## config.mk

```make
export PLATFORM = sky130hd
export DESIGN_NAME = d5m_frame_generator
export DESIGN_NICKNAME = d
export VERILOG_FILES = /design/src/rtl/d5m_frame_generator_pkg.sv /design/src/rtl/d5m_frame_generator_pattern.sv /design/src/rtl/d5m_frame_generator.sv
export SDC_FILE = /design/constraint.sdc
export NUM_CORES = 1
export LEC_CHECK = 0
export CORE_MARGIN = 1.5
export CORE_UTILIZATION = 49
export DETAILED_ROUTE_END_ITERATION = 10
export PLACE_DENSITY = 0.73
export SYNTH_ARGS = -nofsm -noshare
export SYNTH_HDL_FRONTEND = slang
export SYNTH_HIERARCHICAL = 1
export SYNTH_SLANG_ARGS = --single-unit
```

## constraint.sdc

```tcl
create_clock -name pixclk -period 5.6 [get_ports pixclk]
set_input_delay 0.84 -clock pixclk [delete_from_list [all_inputs] [get_ports pixclk]]
set_output_delay 0.84 -clock pixclk [all_outputs]
set_load 0.05 [all_outputs]
```

## src/rtl/d5m_frame_generator_pkg.sv

```systemverilog
// Shared types and constants for the synthetic D5M frame source.
package generic_pack;

    typedef enum logic [2:0] {
        StIdle,
        StVlead,
        StActive,
        StHblank,
        StVgap,
        StDone
    } state_e;

    typedef enum logic [1:0] {
        PatRamp,
        PatBars,
        PatChecker,
        PatConst
    } pattern_e;

    // {R,G,B} enables: white, yellow, cyan, green, magenta, red, blue, black
    localparam logic [2:0] BarMask [8] = '{
        3'b111, 3'b110, 3'b011, 3'b010, 3'b101, 3'b100, 3'b001, 3'b000
    };

endpackage

```

## src/rtl/d5m_frame_generator_pattern.sv

```systemverilog
// Combinational test-pattern lookup: (mode, x, y, bar index, constant colour) to {R,G,B}.
module frame_pattern_gen
    import generic_pack::*;
#(
    parameter int unsigned DATA_WIDTH = 8,
    parameter int unsigned CORD_WIDTH = 16
) (
    input  pattern_e                mode_i,
    input  logic [CORD_WIDTH-1:0]   x_i,
    input  logic [CORD_WIDTH-1:0]   y_i,
    input  logic [2:0]              bar_idx_i,
    input  logic [3*DATA_WIDTH-1:0] rgb_i,
    output logic [3*DATA_WIDTH-1:0] rgb_o
);

    localparam int unsigned DW = DATA_WIDTH;
    localparam int unsigned SW = (DATA_WIDTH > CORD_WIDTH) ? DATA_WIDTH : CORD_WIDTH;

    logic [SW-1:0] x_ext;
    logic [SW-1:0] y_ext;
    logic [SW-1:0] sum;
    logic [2:0]    mask;
    logic          chk;
    logic          unused_bits;

    assign x_ext       = SW'(x_i);
    assign y_ext       = SW'(y_i);
    assign sum         = x_ext + y_ext;
    assign mask        = BarMask[bar_idx_i];
    assign chk         = x_i[3] ^ y_i[3];
    // Ramp keeps only the low DW bits of each coordinate term
    assign unused_bits = ^{x_ext, y_ext, sum};

    always_comb begin
        rgb_o = '0;
        unique case (mode_i)
            PatRamp:    rgb_o = {x_ext[DW-1:0], y_ext[DW-1:0], sum[DW-1:0]};
            PatBars:    rgb_o = {{DW{mask[2]}}, {DW{mask[1]}}, {DW{mask[0]}}};
            PatChecker: rgb_o = {(3*DW){chk}};
            PatConst:   rgb_o = rgb_i;
            default:    rgb_o = '0;
        endcase
    end

endmodule

```

## src/rtl/d5m_frame_generator.sv

```systemverilog
// Synthetic D5M camera source: frame/line timing FSM, coordinates, frame counting and
// registered test-pattern pixels.
module d5m_frame_generator
    import generic_pack::*;
#(
    parameter int unsigned DATA_WIDTH = 8,
    parameter int unsigned IMG_WIDTH  = 64,
    parameter int unsigned IMG_HEIGHT = 48,
    parameter int unsigned H_BLANK    = 8,
    parameter int unsigned V_BLANK    = 4,
    parameter int unsigned FRAMES     = 0,
    parameter int unsigned CORD_WIDTH = 16
) (
    input  logic                    pixclk,
    input  logic                    reset,
    input  logic                    iReadyToRead,
    input  logic [1:0]              iImageTypeTest,
    input  logic [3*DATA_WIDTH-1:0] iRgb,
    output logic                    fvalid,
    output logic                    lvalid,
    output logic                    valid,
    output logic [DATA_WIDTH-1:0]   red,
    output logic [DATA_WIDTH-1:0]   green,
    output logic [DATA_WIDTH-1:0]   blue,
    output logic [3*DATA_WIDTH-1:0] rgb,
    output logic [CORD_WIDTH-1:0]   xCord,
    output logic [CORD_WIDTH-1:0]   yCord,
    output logic                    endOfFrame,
    output logic [15:0]             frameCnt,
    output logic                    busy
);

    localparam int unsigned DW = DATA_WIDTH;
    localparam int unsigned CW = CORD_WIDTH;

    localparam logic [CW-1:0] LastX   = CW'(IMG_WIDTH - 1);
    localparam logic [CW-1:0] LastY   = CW'(IMG_HEIGHT - 1);
    localparam logic [15:0]   VbLast  = 16'(V_BLANK - 1);
    localparam logic [15:0]   HbLast  = 16'(H_BLANK - 1);
    localparam logic [15:0]   BarLast = 16'((IMG_WIDTH / 8) - 1);
    localparam logic [15:0]   FramesC = 16'(FRAMES);

    state_e          state_q, state_d;
    logic [15:0]     cnt_q, cnt_d;
    logic [CW-1:0]   x_q, x_d;
    logic [CW-1:0]   y_q, y_d;
    logic [15:0]     bar_cnt_q, bar_cnt_d;
    logic [2:0]      bar_idx_q, bar_idx_d;
    pattern_e        mode_q, mode_d;
    logic [3*DW-1:0] rgb_lat_q, rgb_lat_d;
    logic [15:0]     run_cnt_q, run_cnt_d;
    logic            enter_vlead;

    logic            fvalid_q, fvalid_d;
    logic            lvalid_q, lvalid_d;
    logic            eof_q, eof_d;
    logic            busy_q, busy_d;
    logic [3*DW-1:0] pix_q, pix_d;
    logic [CW-1:0]   xo_q, xo_d;
    logic [CW-1:0]   yo_q, yo_d;
    logic [15:0]     frame_cnt_q, frame_cnt_d;
    logic [3*DW-1:0] pat_rgb;

    frame_pattern_gen #(
        .DATA_WIDTH (DATA_WIDTH),
        .CORD_WIDTH (CORD_WIDTH)
    ) u_pattern (
        .mode_i    (mode_q),
        .x_i       (x_q),
        .y_i       (y_q),
        .bar_idx_i (bar_idx_q),
        .rgb_i     (rgb_lat_q),
        .rgb_o     (pat_rgb)
    );

    // Timing FSM and coordinate/bar counters
    always_comb begin
        state_d     = state_q;
        cnt_d       = cnt_q;
        x_d         = x_q;
        y_d         = y_q;
        bar_cnt_d   = bar_cnt_q;
        bar_idx_d   = bar_idx_q;
        mode_d      = mode_q;
        rgb_lat_d   = rgb_lat_q;
        run_cnt_d   = run_cnt_q;
        enter_vlead = 1'b0;

        unique case (state_q)
            StIdle: begin
                if (iReadyToRead) begin
                    state_d     = StVlead;
                    enter_vlead = 1'b1;
                    run_cnt_d   = '0;
                end
            end
            StVlead: begin
                if (cnt_q == VbLast) begin
                    state_d = StActive;
                    cnt_d   = '0;
                end else begin
                    cnt_d = cnt_q + 16'd1;
                end
            end
            StActive: begin
                if (x_q == LastX) begin
                    cnt_d = '0;
                    if (y_q == LastY) begin
                        state_d   = StVgap;
                        run_cnt_d = run_cnt_q + 16'd1;
                    end else begin
                        state_d = StHblank;
                    end
                end else begin
                    x_d = x_q + CW'(1);
                    if (bar_cnt_q == BarLast) begin
                        bar_cnt_d = '0;
                        bar_idx_d = bar_idx_q + 3'd1;
                    end else begin
                        bar_cnt_d = bar_cnt_q + 16'd1;
                    end
                end
            end
            StHblank: begin
                if (cnt_q == HbLast) begin
                    state_d   = StActive;
                    cnt_d     = '0;
                    x_d       = '0;
                    y_d       = y_q + CW'(1);
                    bar_cnt_d = '0;
                    bar_idx_d = '0;
                end else begin
                    cnt_d = cnt_q + 16'd1;
                end
            end
            StVgap: begin
                if (cnt_q == VbLast) begin
                    if ((FRAMES != 0) && (run_cnt_q == FramesC)) begin
                        state_d = StDone;
                    end else if (!iReadyToRead) begin
                        state_d = StIdle;
                    end else begin
                        state_d     = StVlead;
                        enter_vlead = 1'b1;
                    end
                end else begin
                    cnt_d = cnt_q + 16'd1;
                end
            end
            StDone: begin
                if (!iReadyToRead) begin
                    state_d = StIdle;
                end
            end
            default: state_d = StIdle;
        endcase

        // Mode and colour are sampled only at frame start so a frame is never mixed
        if (enter_vlead) begin
            cnt_d     = '0;
            x_d       = '0;
            y_d       = '0;
            bar_cnt_d = '0;
            bar_idx_d = '0;
            mode_d    = pattern_e'(iImageTypeTest);
            rgb_lat_d = iRgb;
        end
    end

    // Output stage registers the current state, so everything is one cycle behind state_q
    always_comb begin
        fvalid_d    = (state_q == StVlead) || (state_q == StActive) || (state_q == StHblank);
        lvalid_d    = (state_q == StActive);
        busy_d      = (state_q != StIdle) && (state_q != StDone);
        eof_d       = (state_q == StActive) && (x_q == LastX) && (y_q == LastY);
        pix_d       = lvalid_d ? pat_rgb : '0;
        xo_d        = x_q;
        yo_d        = y_q;
        frame_cnt_d = frame_cnt_q + {15'd0, eof_q};
    end

    always_ff @(posedge pixclk or posedge reset) begin
        if (reset) begin
            state_q     <= StIdle;
            cnt_q       <= '0;
            x_q         <= '0;
            y_q         <= '0;
            bar_cnt_q   <= '0;
            bar_idx_q   <= '0;
            mode_q      <= PatRamp;
            rgb_lat_q   <= '0;
            run_cnt_q   <= '0;
            fvalid_q    <= 1'b0;
            lvalid_q    <= 1'b0;
            eof_q       <= 1'b0;
            busy_q      <= 1'b0;
            pix_q       <= '0;
            xo_q        <= '0;
            yo_q        <= '0;
            frame_cnt_q <= '0;
        end else begin
            state_q     <= state_d;
            cnt_q       <= cnt_d;
            x_q         <= x_d;
            y_q         <= y_d;
            bar_cnt_q   <= bar_cnt_d;
            bar_idx_q   <= bar_idx_d;
            mode_q      <= mode_d;
            rgb_lat_q   <= rgb_lat_d;
            run_cnt_q   <= run_cnt_d;
            fvalid_q    <= fvalid_d;
            lvalid_q    <= lvalid_d;
            eof_q       <= eof_d;
            busy_q      <= busy_d;
            pix_q       <= pix_d;
            xo_q        <= xo_d;
            yo_q        <= yo_d;
            frame_cnt_q <= frame_cnt_d;
        end
    end

    assign fvalid     = fvalid_q;
    assign lvalid     = lvalid_q;
    assign valid      = lvalid_q;
    assign rgb        = pix_q;
    assign red        = pix_q[3*DW-1:2*DW];
    assign green      = pix_q[2*DW-1:DW];
    assign blue       = pix_q[DW-1:0];
    assign xCord      = xo_q;
    assign yCord      = yo_q;
    assign endOfFrame = eof_q;
    assign frameCnt   = frame_cnt_q;
    assign busy       = busy_q;

endmodule

```

======== Word-level counts from Yosys, hierarchy flattened ========
Memory sizes are Yosys's and may differ from the RTL's.
Index checks and enable logic that the tools add are counted.
W data, S select, Z words.
storage, ports and cells
  ROM bits ................................ 24
  output and inout bits ................... 101
  word-level logic and storage cells ...... 107
  register bits ........................... 172
  memories ................................ 1
  bits of input ports ..................... 29
memory list
  name             depth  bits a word  read ports  clocked after Yosys merged registers in  write ports  RTL line                           text
  (no name shown)  8      3            1           0                                        0            d5m_frame_generator_pattern.sv:29  assign mask = BarMask[bar_idx_i];
cells by class
  reductions and logical operators ........ 17
  eq/ne operators ......................... 25
  magnitude comparators ................... 1
  $add $sub $neg .......................... 7
  bitwise operators ....................... 2
  mux-type cells .......................... 38
operator list
  cell                     count
  $mux W16                 14
  $pmux W24 S4             1
  $add A16 B1 Y16 const B  4
  $pmux W16 S2             2
  $pmux W16 S4             1
  $mux W3                  13
  $eq A16 B3 Y1 const B    2
  $eq A16 B6 Y1 const B    2
  $mux W24                 1
  $pmux W3 S6              1
  $add A16 B1 Y16          1
  $eq A16 B2 Y1 const B    1
  $ne A3 B3 Y1 const B     4
  $ne A2 B2 Y1 const B     5
  $add A8 B8 Y8            1
  $eq A3 B2 Y1 const B     2
  $eq A3 B3 Y1 const B     2
  $ne A3 B2 Y1 const B     2
  $pmux W3 S2              1
  $reduce_and A3 Y1        2
  $reduce_and A6 Y1        1
  $reduce_bool A3 Y1       2
  $reduce_bool A5 Y1       1
  $eq A2 B2 Y1 const B     2
  16 further kinds         22

======== Depth between registers and ports, before layout ========
Gate-level depths: netlist of the first run.
  word-level depth ........................ 6
  gate-level depth with buffers ........... 9
  depth with buffers taken out ............ 8

======== Hierarchy ========
The synthesis of the first run kept the hierarchy.
by module, submodules not included
  module               area each (µm²)  seq. area each (µm²)  times used  cells each
  d5m_frame_generator  7541.0           4304.1                1           739
  frame_pattern_gen    983.4            0.0                   1           162

======== Worst setup path before layout of the first run ========
OpenSTA, ideal clock, no wires.
  path kind ............................... reg-to-reg
  start ................................... register cnt_q[0]
  end ..................................... register cnt_q[11]
  arrival time ............................ 2415 ps
  setup slack ............................. 3064 ps
  library setup time ...................... 121 ps
  required time ........................... 5479 ps
  cell stages (with the launch flop) ...... 9
  clock period less this slack ............ 2536 ps
  buffers on the path ..................... 1
  path through ............................ dfrtp_1 > ha_1 > or3b_2 > nor4_4 > o22ai_1 > a211oi_4 > nor2_2 > buf_6 > a22o_1
between the ends
  word-level cells in the longest chain between the ends .. 5
  elaborated cells between the ends (all ways) .. 14
  those cells by class .................... 1 x add/sub; 4 x eq/ne; 7 x mux; 2 x reduce/logical
ends and longest elaborated chain
  item                                                     RTL line                    text
  from (decl)                                              d5m_frame_generator.sv:44   logic [15:0] cnt_q, cnt_d;
  from (signal assigned)                                   d5m_frame_generator.sv:203  cnt_q <= cnt_d;
  branches (longest 5 deep; another with $add A16 B1 Y16)  -
Several ways; the timed one is not identified. The select of a mux whose other input is x is not followed.
A chain may end at the register's enable or synchronous reset.

======== Worst setup path after layout of the first run ========
  start ................................... register x_q[0]
  end ..................................... register cnt_q[0]
between the ends
  word-level cells in the longest chain between the ends .. 3
ends and longest elaborated chain
  item                                RTL line                    text
  from (decl)                         d5m_frame_generator.sv:45   logic [CW-1:0] x_q, x_d;
  from (signal assigned)              d5m_frame_generator.sv:186  x_q <= '0;
  from (signal assigned)              d5m_frame_generator.sv:204  x_q <= x_d;
  $eq A16 B6 Y1                       d5m_frame_generator.sv:106  if (x_q == LastX) begin
  $ne A3 B2 Y1 (no source line)       -
  $reduce_and A3 Y1 (no source line)  -
Every way passes these cells.

==> results of run 1 <==
## path summary, 6_finish.rpt
| check | start | endpoint | slack [ps] | cells after the start |
|---|---|---|---|---|
| max | x_q[0]$_DFFE_PP0P_ | cnt_q[0]$_DFFE_PP0P_ | 2590 | 7 |
| min | y_q[14]$_DFFE_PP0P_ | yCord[14]$_DFF_PP0_ | 420 | 0 |
| max reg2reg | x_q[0]$_DFFE_PP0P_ | cnt_q[0]$_DFFE_PP0P_ | 2590 | 7 |
| min reg2reg | y_q[14]$_DFFE_PP0P_ | yCord[14]$_DFF_PP0_ | 420 | 0 |
| max in group asynchronous | reset | bar_cnt_q[1]$_DFFE_PP0P_ | 3530 | 3 |
| min in group asynchronous | reset | x_q[12]$_DFFE_PP0P_ | 1030 | 2 |
## cells by family after synthesis
| logic type | Yosys count | synth area share |
|---|---|---|
| AO/OA/AOI/OAI | 181 | 0.134 |
| XOR/XNOR | 36 | 0.0370 |
| adder cells (fa/ha/maj) | 15 | 0.0229 |
| buffers and inverters | 82 | 0.0505 |
| flip-flops | 172 | 0.505 |
| multiplexers | 5 | 0.00616 |
| AND/OR/NAND/NOR | 410 | 0.244 |
## metal layers
layer / part of all wire / up-vias
li1: - / 3330
met1: 0.47 / 3352
met2: 0.47 / 215
met3: 0.052 / 18
met4: 0.010 / 0
met5: 0 / -
## state kept, by name (all words and copies together), names as in the netlist
register,flops
busy,1
frameCnt,16
y_q,16
state_q,3
mode_q,2
rgb,24
yCord,16
cnt_q,16
lvalid,1
bar_cnt_q,16
x_q,16
xCord,16
rgb_lat_q,24
endOfFrame,1
bar_idx_q,3
fvalid,1
## worst max-delay path, cell delays in order, from the launching register on
cell	delay (ps)
dfrtp_1	530
ha_1	250
nand3_1	310
nor4_2	630
nand2_1	140
and3_1	370
nor2_2	470
mux2_2	240
## through the flow
stage                     hold WS (ps)  std cells  cell area [sq um]  worst slack (ps)
after CTS                          420       1233              10400              2570
final                              421       1233              10400              2590
after detailed placement           395       1201               9830              2330
after global placement             404       1201               9830              2350
after floorplan                    375        901               8520              99.9
after global routing               435       1233              10400              2330
## cell usage in the layout, fill, tap and decap left out, drive strengths merged, types with 3 or more instances in the layout
cell,netlist,layout
a211oi,6,6
a21o,13,13
a21oi,34,34
a22o,16,16
a31oi,4,4
and2,31,31
and3,12,12
and4,5,5
buf,39,9
clkbuf,24,17
clkdlybuf4s50,0,129
clkinv,0,6
clkinvlp,0,3
dfrtp,172,172
ha,14,14
inv,19,25
mux2i,3,3
nand2,132,132
nand2b,25,25
nand3,52,52
nand3b,3,3
nand4,15,15
nor2,65,65
nor2b,9,9
nor3,17,17
nor3b,4,4
nor4,12,12
o21ai,71,71
o22ai,3,3
o31ai,15,15
or3,7,7
or4,12,12
xnor2,18,18
xor2,18,18
## power by group through the flow
stage / sequential (W) / combinational, W / clock, W
4_1_cts: 0.00165 / 0.00103 / 0.00116
6_report: 0.00165 / 0.00104 / 0.00114
3_5_place_dp: 0.00167 / 0.00102 / 0
5_1_grt: 0.00168 / 0.00115 / 0.00121
3_3_place_gp: 0.00166 / 0.00101 / 0
2_1_floorplan: 0.00169 / 0.000684 / 0
## final cells by class
cell class	count	area [sq um]	area share
sequential	172	4300	0.414
timing repair buffer	138	1360	0.131
inverter	19	76.3	0.00734
tap	225	282	0.0271
clock inverter	15	150	0.0144
clock buffer	17	425	0.0409
multi-input combinational	647	3800	0.366
==> impl_metrics.json, run 1 <==
{
  "period_needed_ps": 3010,
  "ys_warn_count": 6,
  "power.internal_w": 0.00242,
  "cts-resized-gates": 0,
  "synthDistinctLibCells": 69,
  "cap_violations": 0,
  "drt-initial-drc-count": 643,
  "yosysSeqAreaShare": 0.505,
  "drc": 0,
  "finalCritPeriodShare": 0.537,
  "finalHoldViolCount": 0,
  "final_util": 0.608,
  "synthCells": 901,
  "fill_cells": 1475,
  "synth_flop_cell": "dfrtp_1",
  "pwr-share-clk": 0.297,
  "finClkSkew_ps": 11.0,
  "synth_top_cell_area_share": 0.505,
  "synth_edf_count": 0,
  "post_cts_buffers": 0,
  "grt_pass1_vias": 6451,
  "synthesis.nets": 945,
  "gp_congestion": 0.864,
  "wire_per_inst_um": 16.1,
  "hpwl_um": 13600,
  "gr-usage-met1": 0.326,
  "seqPwrFrac": 0.432,
  "dr_total_vias": 6915,
  "port-buffer-count": 129,
  "grt_pass1_wl_um": 32800,
  "hold_buffers": 0,
  "htreeDepth": 4,
  "use_met2": 0.359,
  "clock_sinks": 172,
  "powerDensity_mw_per_mm2": 368,
  "max_freq_mhz": 333,
  "vias_per_cell": 5.61,
  "hp-class": "flop to flop",
  "cts_tree": "yes",
  "syn-cell-area_sq_mm": 0.00852,
  "insertion_delay_ps": 430,
  "die_h_um": 135,
  "yosysTopAreaCell": "dfrtp_1",
  "busiest_layer": "met2",
  "yosysMostFrequentCell": "dfrtp_1",
  "routed_wl_um": 19900,
  "rows": 48,
  "grt_overflow": 0,
  "die_w_um": 135,
  "gr-usage-met3": 0.0454,
  "diodes": 0,
  "rsz0062_at_grt": "no",
  "grt.total_usage": 0.229,
  "cp_max_fo": 13,
  "p_comb_frac": 0.272,
  "p_leak_nw": 4.61,
  "critPathRequiredTime_ps": 5970,
  "drive_above_1_share": 0.0565,
  "status": "completed",
  "antenna_found_initial": 0,
  "synth-seq-cells": 172,
  "arrival_ps": 3370,
  "syn_area_per_cell_sq_um": 9.46,
  "power_switching_w": 0.00141,
  "power_w": 0.00383,
  "start_util": 0.498,
  "synth_common_cells": "dfrtp_1 (172), nand2_1 (132), nor2_1 (63), nand3_1 (52), o21ai_0 (42)",
  "ant_nets": 0,
  "endpoint_kind": "flop",
  "worst_slew_pin_slew_ps": 946,
  "die_area_sq_mm": 0.0182,
  "cts_max_path_buffers": 2,
  "nets": 1039,
  "setup_viol": 0,
  "setup_tns_ps": 0,
  "cts_buffers": 17,
  "path_clk_slew_ps": 70,
  "startpoint_type": "flop",
  "swShare": 0.369,
  "area_delta_synth_final_pct": 22.0,
  "crit_type": "flop to flop",
  "pin_count": 130,
  "cts-root-buf": "clkbuf_16",
  "vdd_drop_max_mv": 0.239,
  "max-slew-margin-rel": 0.369,
  "dr.pass1.iters": 5,
  "slew_violations": 0,
  "async_flop_share": 1.00,
  "grt_max_degree": 108,
  "synth_area_leaders": "dfrtp_1 (50%), nand2_1 (5.8%), nand3_1 (3.1%)",
  "core_sq_mm": 0.0171
}
(Power assumes the default switching activity.)
==> run 2: changes to the inputs <==
CORE_UTILIZATION = 54   (was 49)
PLACE_DENSITY = 0.77   (was 0.73)
clock period = 3 ns   (was 5.6 ns; I/O delays follow)
==> run 2 against run 1 <==
Via count rose by 2.0%. Clock-buffer cell count rose by 1. Register-to-register slack got worse by 2300 ps. Power rose by 93%. Die area fell by 9.1%. Utilization rose by 8.5 points. Flip-flop and latch count did not move. Sequential power rose by 80%. Clock power rose by 100%. Wire length rose by 0.59%. Setup slack got worse by 2300 ps. Final area rose by 1.9%. Critical path type unchanged. Critical endpoint is now x_q[12]$_DFFE_PP0P_. Largest cell class unchanged.
==> impl_metrics.json, run 2 (same netlist as run 1, synthesis figures left out) <==
{
  "status": "completed",
  "grt_pass1_wl_um": 32900,
  "max-slew-margin-rel": 0.270,
  "cts-resized-gates": 0,
  "grt_pass1_vias": 6475,
  "final_cell_mix": "dfrtp_1 (172), nand2_1 (132), clkdlybuf4s50_1 (129)",
  "setup_tns_ps": 0,
  "cp_max_fo": 23,
  "vdd_drop_max_mv": 0.521,
  "layout_setup_ws_ps": 267,
  "endpoint_kind": "flop",
  "worst_hold_slack_ps": 419,
  "gp_congestion": 0.907,
  "routed_wl_um": 20000,
  "worst_slew_pin_slew_ps": 1090,
  "pwr-share-clk": 0.310,
  "area_delta_synth_final_pct": 24.4,
  "cts_max_path_buffers": 2,
  "rows": 45,
  "diodes": 0,
  "power.internal_w": 0.00481,
  "insertion_delay_ps": 430,
  "hp-class": "flop to flop",
  "port-buffer-count": 129,
  "die_area_sq_mm": 0.0165,
  "hold_buffers": 0,
  "dr_total_vias": 7054,
  "cts_tree": "yes",
  "antenna_found_initial": 0,
  "drive_above_1_share": 0.0748,
  "swShare": 0.350,
  "power_switching_w": 0.00259,
  "p_comb_frac": 0.288,
  "die_w_um": 129,
  "clock_sinks": 172,
  "finClkSkew_ps": 7.39,
  "post_cts_buffers": 0,
  "core_sq_mm": 0.0153,
  "seqPwrFrac": 0.402,
  "dp_slack_ps": 325,
  "finalCritPeriodShare": 0.911,
  "start_util": 0.557,
  "cap_violations": 0,
  "drt-initial-drc-count": 639,
  "slew_violations": 0,
  "path_clk_slew_ps": 70,
  "cts_buffers": 17,
  "period_needed_ps": 2730,
  "grt.total_usage": 0.254,
  "wire_per_inst_um": 16.1,
  "cts-root-buf": "clkbuf_16",
  "final_common_cell": "dfrtp_1",
  "grt_max_degree": 86,
  "critPathRequiredTime_ps": 3360,
  "startpoint_type": "flop",
  "setup_viol": 0,
  "arrival_ps": 3090,
  "max_freq_mhz": 366,
  "finalHoldViolCount": 0,
  "dr.pass1.iters": 7,
  "die_h_um": 129,
  "grt_overflow": 0,
  "crit_type": "flop to flop",
  "pin_count": 130,
  "vias_per_cell": 5.69,
  "p_leak_nw": 4.75,
  "hpwl_um": 13800,
  "powerDensity_mw_per_mm2": 698,
  "htreeDepth": 4,
  "ant_nets": 0,
  "drc": 0,
  "rsz0062_at_grt": "no",
  "nets": 1060
}
-- run 2: cell types whose count changed in the layout (fill, tap and decap cells not counted), sizes merged --
cell      before  now
buf            9   30
clkinv         6    3
bufinv         0    3
clkinvlp       3    2
clkbuf        17   18
-- run 2: power by group through the flow --
| stage | logic [W] | clock network [W] | registers (W) |
|---|---|---|---|
| final | 0.00213 | 0.00229 | 0.00297 |
| after global routing | 0.00233 | 0.00242 | 0.00302 |
| after CTS | 0.00210 | 0.00232 | 0.00297 |
| after detailed placement | 0.00208 | 0 | 0.00301 |
| after global placement | 0.00206 | 0 | 0.00300 |
| after floorplan | 0.00128 | 0 | 0.00316 |
-- run 2: final cells by class --
cell class / instances / area [sq um]
multi-input cells: 647 / 3800
clock inverters: 14 / 183
well taps: 211 / 264
flip-flops and latches: 172 / 4300
fillers: 1195 / 4710
repair buffers: 159 / 1540
inverters: 19 / 75.1
clock buffers: 18 / 429
-- run 2: path summary, 6_finish.rpt --
check | start | endpoint | slack (ps) | depth (start not counted)
max | x_q[0]$_DFFE_PP0P_ | x_q[12]$_DFFE_PP0P_ | 270 | 8
min | x_q[10]$_DFFE_PP0P_ | xCord[10]$_DFF_PP0_ | 420 | 0
max reg2reg | x_q[0]$_DFFE_PP0P_ | x_q[12]$_DFFE_PP0P_ | 270 | 8
min reg2reg | x_q[10]$_DFFE_PP0P_ | xCord[10]$_DFF_PP0_ | 420 | 0
max in group asynchronous | reset | yCord[2]$_DFF_PP0_ | 2080 | 3
min in group asynchronous | reset | xCord[5]$_DFF_PP0_ | 520 | 3
-- run 2: metal layers --
layer,track usage,up-vias,share of wire
li1,-,3375,-
met1,0.362,3362,0.46
met2,0.393,275,0.46
met3,0.0482,42,0.060
met4,0.0886,0,0.021
met5,0,-,0
-- run 2: stage by stage --
step | total power, W | instances | cell area [sq um] | utilization
after floorplan | 0.00444 | 901 | 8530 | -
after global placement | 0.00506 | 1208 | 9990 | 0.652
after detailed placement | 0.00509 | 1208 | 9990 | 0.652
after CTS | 0.00739 | 1240 | 10600 | 0.692
after global routing | 0.00777 | 1240 | 10600 | 0.692
final | 0.00740 | 1240 | 10600 | 0.692
-- run 2: critical path, stage by stage (launching register included) --
cell,delay [ps]
dfrtp_1,380
ha_1,210
nand3_1,120
nor4_2,90
nor3_1,830
nor3_2,100
buf_4,250
or4_1,500
a21oi_1,170
